$ cat config.mk
export PLATFORM = sky130hd
export DESIGN_NAME = memory_port_arbiter
export DESIGN_NICKNAME = d
export VERILOG_FILES = /design/src/rtl/mem_arb_pkg.sv /design/src/rtl/rr_arbiter2.sv /design/src/rtl/memory_port_arbiter.sv
export SDC_FILE = /design/constraint.sdc
export NUM_CORES = 1
export LEC_CHECK = 0
export CORE_UTILIZATION = 30
export CTS_CLUSTER_DIAMETER = 80
export DETAILED_ROUTE_END_ITERATION = 10
export GPL_TIMING_DRIVEN = 0
export PLACE_DENSITY = 0.78
export SLEW_MARGIN = 20
export SYNTH_ARGS = -nofsm -noshare
export SYNTH_HDL_FRONTEND = slang
export SYNTH_SLANG_ARGS = --single-unit
$ cat constraint.sdc
create_clock -name clk -period 3 [get_ports clk]
set_clock_uncertainty 0.05 [all_clocks]
set_input_delay 0.3 -clock clk [delete_from_list [all_inputs] [get_ports clk]]
set_output_delay 0.3 -clock clk [all_outputs]
set_load 0.02 [all_outputs]
$ cat src/rtl/mem_arb_pkg.sv
// rtl/mem_arb_pkg.sv - shared types for the memory port arbiter
package mem_arb_pkg;

    // Port-B read owner; also the encoding of the round-robin last_grant flop.
    typedef enum logic {
        OWNER_IF = 1'b0,
        OWNER_LS = 1'b1
    } owner_e;

    // One slot of the read-return tag pipeline.
    typedef struct packed {
        logic   valid;
        owner_e owner;
    } rd_tag_t;

    // Two byte ranges of one word each overlap when their start addresses
    // differ by at most this many bytes in either direction.
    localparam int unsigned WORD_SPAN = 3;

endpackage

$ cat src/rtl/rr_arbiter2.sv
// rtl/rr_arbiter2.sv - two-way round-robin arbiter with a fetch hold mask
import mem_arb_pkg::*;

module rr_arbiter2 (
    input  logic       clk,     // system clock
    input  logic       rst,     // synchronous active-high reset
    input  logic [1:0] req,     // bit 0 fetch, bit 1 load
    input  logic       hold_if, // suppress the fetch request this cycle
    output logic [1:0] grant    // one-hot grant, same bit order as req
);

    owner_e     last_grant;
    logic [1:0] eff_req;

    // A held fetch does not take part in the contest at all, so it neither
    // wins nor moves the round-robin pointer.
    assign eff_req = req & {1'b1, ~hold_if};

    always_comb begin
        grant = eff_req;
        if (eff_req == 2'b11) begin
            grant = (last_grant == OWNER_LS) ? 2'b01 : 2'b10;
        end
    end

    // Pointer moves only when both requesters actually contended.
    always_ff @(posedge clk) begin
        if (rst) begin
            last_grant <= OWNER_LS;
        end else if (eff_req == 2'b11) begin
            last_grant <= (last_grant == OWNER_LS) ? OWNER_IF : OWNER_LS;
        end
    end

endmodule

$ cat src/rtl/memory_port_arbiter.sv
// rtl/memory_port_arbiter.sv - shares a dual-port memory group between fetch and load/store
import mem_arb_pkg::*;

module memory_port_arbiter #(
    parameter int DATA_DEPTH   = 4096,                  // words per bank
    parameter int ADDR_W       = 2 + $clog2(DATA_DEPTH), // byte address width
    parameter int READ_LATENCY = 2                      // addr_b edge to read_data, 1..4
) (
    input  logic              clk,            // system clock
    input  logic              rst,            // synchronous active-high reset
    // fetch request / response
    input  logic              if_req_valid,
    output logic              if_req_ready,
    input  logic [ADDR_W-1:0] if_req_addr,
    output logic              if_rsp_valid,
    output logic [31:0]       if_rsp_data,
    // load/store request / response
    input  logic              ls_req_valid,
    output logic              ls_req_ready,
    input  logic              ls_req_write,
    input  logic [ADDR_W-1:0] ls_req_addr,
    input  logic [3:0]        ls_req_wmask,
    input  logic [31:0]       ls_req_wdata,
    output logic              ls_rsp_valid,
    output logic [31:0]       ls_rsp_data,
    // memory group
    output logic [3:0]        mem_write_mask,
    output logic [ADDR_W-1:0] mem_addr_a,
    output logic [ADDR_W-1:0] mem_addr_b,
    output logic [31:0]       mem_write_data,
    input  logic [31:0]       mem_read_data
);

    logic              store_acc;
    logic              load_req;
    logic              fetch_req;
    logic              hazard;
    logic [ADDR_W-1:0] diff_fa;
    logic [ADDR_W-1:0] diff_af;
    logic [1:0]        grant;
    rd_tag_t           new_tag;
    rd_tag_t           head_tag;
    rd_tag_t           tag_q [READ_LATENCY];

    // Stores are never stalled, so a valid store is an accepted store.
    assign store_acc = !rst && ls_req_valid && ls_req_write;
    assign load_req  = !rst && ls_req_valid && !ls_req_write;
    assign fetch_req = !rst && if_req_valid;

    // Modular differences make the overlap test wrap across the top of the
    // address space for free.
    assign diff_fa = if_req_addr - ls_req_addr;
    assign diff_af = ls_req_addr - if_req_addr;
    assign hazard  = store_acc && fetch_req &&
                     ((diff_fa <= ADDR_W'(WORD_SPAN)) || (diff_af <= ADDR_W'(WORD_SPAN)));

    rr_arbiter2 u_rr (
        .clk     (clk),
        .rst     (rst),
        .req     ({load_req, fetch_req}),
        .hold_if (hazard),
        .grant   (grant)
    );

    assign if_req_ready = grant[0];
    assign ls_req_ready = !rst && (ls_req_write || grant[1]);

    // Port A: write path, zeroed whenever no store is accepted.
    assign mem_write_mask = store_acc ? ls_req_wmask : 4'b0000;
    assign mem_addr_a     = store_acc ? ls_req_addr  : '0;
    assign mem_write_data = store_acc ? ls_req_wdata : '0;

    // Port B: read path, at most one grant per cycle.
    always_comb begin
        mem_addr_b = '0;
        if (grant[0]) begin
            mem_addr_b = if_req_addr;
        end else if (grant[1]) begin
            mem_addr_b = ls_req_addr;
        end
    end

    assign new_tag.valid = |grant;
    assign new_tag.owner = grant[1] ? OWNER_LS : OWNER_IF;

    // Tag slot i holds the grant made i+1 cycles ago; the last slot lines up
    // with mem_read_data for that grant.
    always_ff @(posedge clk) begin
        if (rst) begin
            for (int i = 0; i < READ_LATENCY; i++) begin
                tag_q[i] <= '{valid: 1'b0, owner: OWNER_IF};
            end
        end else begin
            tag_q[0] <= new_tag;
            for (int i = 1; i < READ_LATENCY; i++) begin
                tag_q[i] <= tag_q[i-1];
            end
        end
    end

    assign head_tag = tag_q[READ_LATENCY-1];

    // Gated by rst so nothing leaks out during the reset cycle itself.
    assign if_rsp_valid = !rst && head_tag.valid && (head_tag.owner == OWNER_IF);
    assign ls_rsp_valid = !rst && head_tag.valid && (head_tag.owner == OWNER_LS);
    assign if_rsp_data  = if_rsp_valid ? mem_read_data : 32'h0;
    assign ls_rsp_data  = ls_rsp_valid ? mem_read_data : 32'h0;

endmodule

==> impl_metrics.yaml <==
power_and_ir_drop:
  swShare_pct: 43.2
  internal_power_w: 0.000582
  seqPwrFrac_pct: 7.0
  ir_drop_mv: 0.127
  p_leak_nw: 2.50
  power_frac_clock_pct: 12.1
  power_density_mw_per_mm2: 171
  switchingPower_w: 0.000442
  total_power_w: 0.00102
  p_comb_share_pct: 80.9
sta:
  slew_viol_final: 0
  worstMarginPinSlew_ps: 666
  fmax_mhz: 300
  rsz0062_at_grt: "true"
  setup_violations: 16
  relSlewSlack_pct: 55.6
  tns_ps: -4580
  worst_slack_ps: -334
  fin_crit_ps: 3330
  timing_hold_violations_final: 0
  period_share_pct: 111
cts:
  clock_latency_ps: 220
  clock-sinks: 5
  root_buffer: "clkbuf_8"
  cts_made_buffers: 3
  htree_levels: 1
  path_clk_slew_ps: 30
  cts_buffer_depth: 2
  cts_tree: "yes"
synthesis:
  synthArstFlopShare_pct: 0
  ys.flop_type: "dfxtp_1"
  netlist_area_mm2: 0.00284
  ys_ff_latch: 5
  synthCells: 427
  ys_types: 66
  yosysWarnings: 0
  synth_edf_count: 0
  syn_nets: 556
  synth_seq_area_share_pct: 3.52
  syn_avg_cell_area_um2: 6.66
run_status:
  violations: "negative setup slack"
  status: "finished with violations"
floorplan:
  die-area_mm2: 0.00987
  core_mm2: 0.00920
  die_y_um: 99.3
  start_util_pct: 30.9
  die_w_um: 99.3
  rows: 35
  io_pins: 233
critical_path:
  worstSetupEndpointType: "output pin"
  r2r-start: "u_rr.last_grant$_SDFFE_PP1P_"
  worst_r2r_path_depth: 2
  crit_start: "ls_req_write"
  crit_path_start_kind: "input port"
  critPathKind: "in -> out"
  critPathMaxFanout: 5
  arrival_ps: 2980
  worstPathRequired_ps: 2650
global_route:
  antenna_found_initial: 0
  grt.total_usage_pct: 26.2
  grt_max_degree: 11
  grt_pass1_vias: 4012
  gr-total-overflow: 0
  grt_first_pass_wirelength_mm: 20.5
hold_path:
  hold_path.class: "reg -> reg"
  holdPathStages: 1
  min_from: "tag_q[0][0]$_SDFF_PP0_"
detailed_routing:
  ant_nets: 0
  totalWireLength_mm: 13.7
  drcViolationCount: 0
  via_count: 4156
  dr.pass1.iters: 5
  first_iter_violations: 255
  viasPerCell: 5.18
  routedWlPerCell_um: 17.0
finish:
  area_growth_syn_to_layout_pct: 110
  antennaDiodeCount: 0
  nNetsFinal: 821
  drive_gt1_share_pct: 21.1
place:
  placement.io_buffers: 232
  place_congestion: 0.931
  dpl.hpwl_mm: 10.9
run:
  maxCapViolCount: 0
worst paths after layout:
path                                 end  slack [ps]
setup / recovery          mem_addr_b[12]        -330
hold / removal    tag_q[0][2]$_SDFF_PP0_         380
hold reg to reg   tag_q[0][2]$_SDFF_PP0_         380
setup reg to reg  tag_q[0][0]$_SDFF_PP0_        1710
flip-flops by register name, summed over array words and instances (netlist names):
register,flops
u_rr.last_grant,1
tag_q,4
stage by stage:
stage | hold WS [ps] | utilization (%) | area (um2) | instances | worst slack, ps
finish | 380 | 65.0 | 5970 | 802 | -334
global route | 412 | 65.0 | 5970 | 802 | -384
detailed placement | 379 | 57.7 | 5300 | 770 | -1390
global placement | 376 | 57.7 | 5300 | 770 | -1260
CTS | 387 | 63.0 | 5790 | 795 | -401
floorplan | 364 | - | 2840 | 427 | 0.763
logic make-up (layout without fill, tap and decap cells):
kind of cell | Yosys count | after routing | share of synthesized area [%]
compound gates | 103 | 103 | 26.8
mux | 5 | 5 | 1.89
flops | 5 | 5 | 3.52
simple gates | 217 | 217 | 42.5
fa+ha+maj | 28 | 28 | 12.9
buf+inv | 61 | 325 | 10.0
xor+xnor | 8 | 8 | 2.46
power groups by stage:
stage | Combinational, W | Clock [W] | Sequential [W]
finish | 0.000828 | 0.000124 | 0.0000720
detailed placement | 0.000692 | 0 | 0.0000725
floorplan | 0.000379 | 0 | 0.0000721
global route | 0.000881 | 0.000137 | 0.0000723
CTS | 0.000765 | 0.000128 | 0.0000717
global placement | 0.000683 | 0 | 0.0000723
final cells by class:
class | instances | area, um2
Fill cell | 761 | 3220
Timing Repair Buffer | 260 | 2560
Buffer | 28 | 213
Clock buffer | 4 | 45.0
Sequential cell | 5 | 100
Multi-Input combinational cell | 361 | 2800
Inverter | 33 | 126
Tap cell | 111 | 139
cells in the final DEF, fill, tap and decap left out, types with 5 or more instances in the layout:
| cell type | Yosys | final |
|---|---|---|
| a21oi_1 | 20 | 17 |
| buf_4 | 5 | 22 |
| o21ai_4 | 0 | 6 |
| ha_4 | 0 | 8 |
| ha_1 | 26 | 18 |
| nor2b_1 | 8 | 6 |
| nor2_1 | 26 | 25 |
| clkdlybuf4s50_1 | 0 | 191 |
| o21ai_0 | 11 | 8 |
| and2_1 | 102 | 102 |
| clkbuf_1 | 14 | 9 |
| clkbuf_2 | 0 | 12 |
| o21ai_2 | 9 | 9 |
| a211oi_1 | 8 | 5 |
| nand4_1 | 5 | 5 |
| nand2_1 | 45 | 43 |
| o211ai_1 | 6 | 6 |
| buf_6 | 2 | 33 |
| inv_2 | 2 | 7 |
| a21o_1 | 7 | 7 |
| dfxtp_1 | 5 | 5 |
| inv_1 | 31 | 25 |
| dlygate4sd2_1 | 0 | 9 |
synthesized netlist by cell type (all sizes together), types with 2 or more instances:
| library cell | number | area (um2) |
|---|---|---|
| xnor2 | 4 | 35.0 |
| xor2 | 4 | 35.0 |
| nand2b | 3 | 18.8 |
| nor3b | 6 | 50.1 |
| fa | 2 | 40.0 |
| o31ai | 3 | 22.5 |
| ha | 26 | 325 |
| a2111oi | 4 | 42.5 |
| mux2i | 2 | 20.0 |
| a221o | 3 | 31.3 |
| nor2 | 26 | 97.6 |
| o21a | 4 | 30.0 |
| buf | 14 | 109 |
| clkbuf | 14 | 52.6 |
| nand2 | 46 | 175 |
| nor2b | 8 | 50.1 |
| nor3 | 4 | 20.0 |
| and2 | 103 | 647 |
| a211oi | 10 | 85.1 |
| and3 | 2 | 12.5 |
| a31oi | 3 | 18.8 |
| a21oi | 20 | 100 |
| mux2 | 3 | 33.8 |
| o21bai | 2 | 15.0 |
| nand3b | 2 | 15.0 |
| a21o | 7 | 52.6 |
| inv | 33 | 124 |
| nand4 | 6 | 43.8 |
| o211ai | 6 | 45.0 |
| dfxtp | 5 | 100 |
| o211a | 2 | 20.0 |
| or3 | 3 | 18.8 |
| a211o | 2 | 17.5 |
| o22ai | 3 | 25.0 |
| o21ai | 26 | 164 |
| nor4 | 2 | 12.5 |
what timing repair did:
action / in CTS / in global routing
gates cloned: 1 / 0
buffers inserted: 20 / 8
hold buffers: 0 / 0
endpoints found under the setup margin: 62 / 47
gates resized for setup: 197 / 52
pin swaps: 32 / 21
worst max-delay path, stage by stage:
cell and delay, ps:
clkdlybuf4s50_1 550, nand3b_1 200, a2111oi_4 330, nand4_1 150
a2111oi_2 360, nand4_1 230, o32ai_4 330, buf_6 190
buf_12 140, o21ai_2 60, buf_6 130
metal layers:
layer	GRT usage [%]	up-vias	share of wire (%)
li1	-	1971	-
met1	33.0	1970	40
met2	47.5	203	52
met3	4.36	12	6.8
met4	3.73	0	1.1
met5	0	-	0
Power figures use the tool's default switching activity.
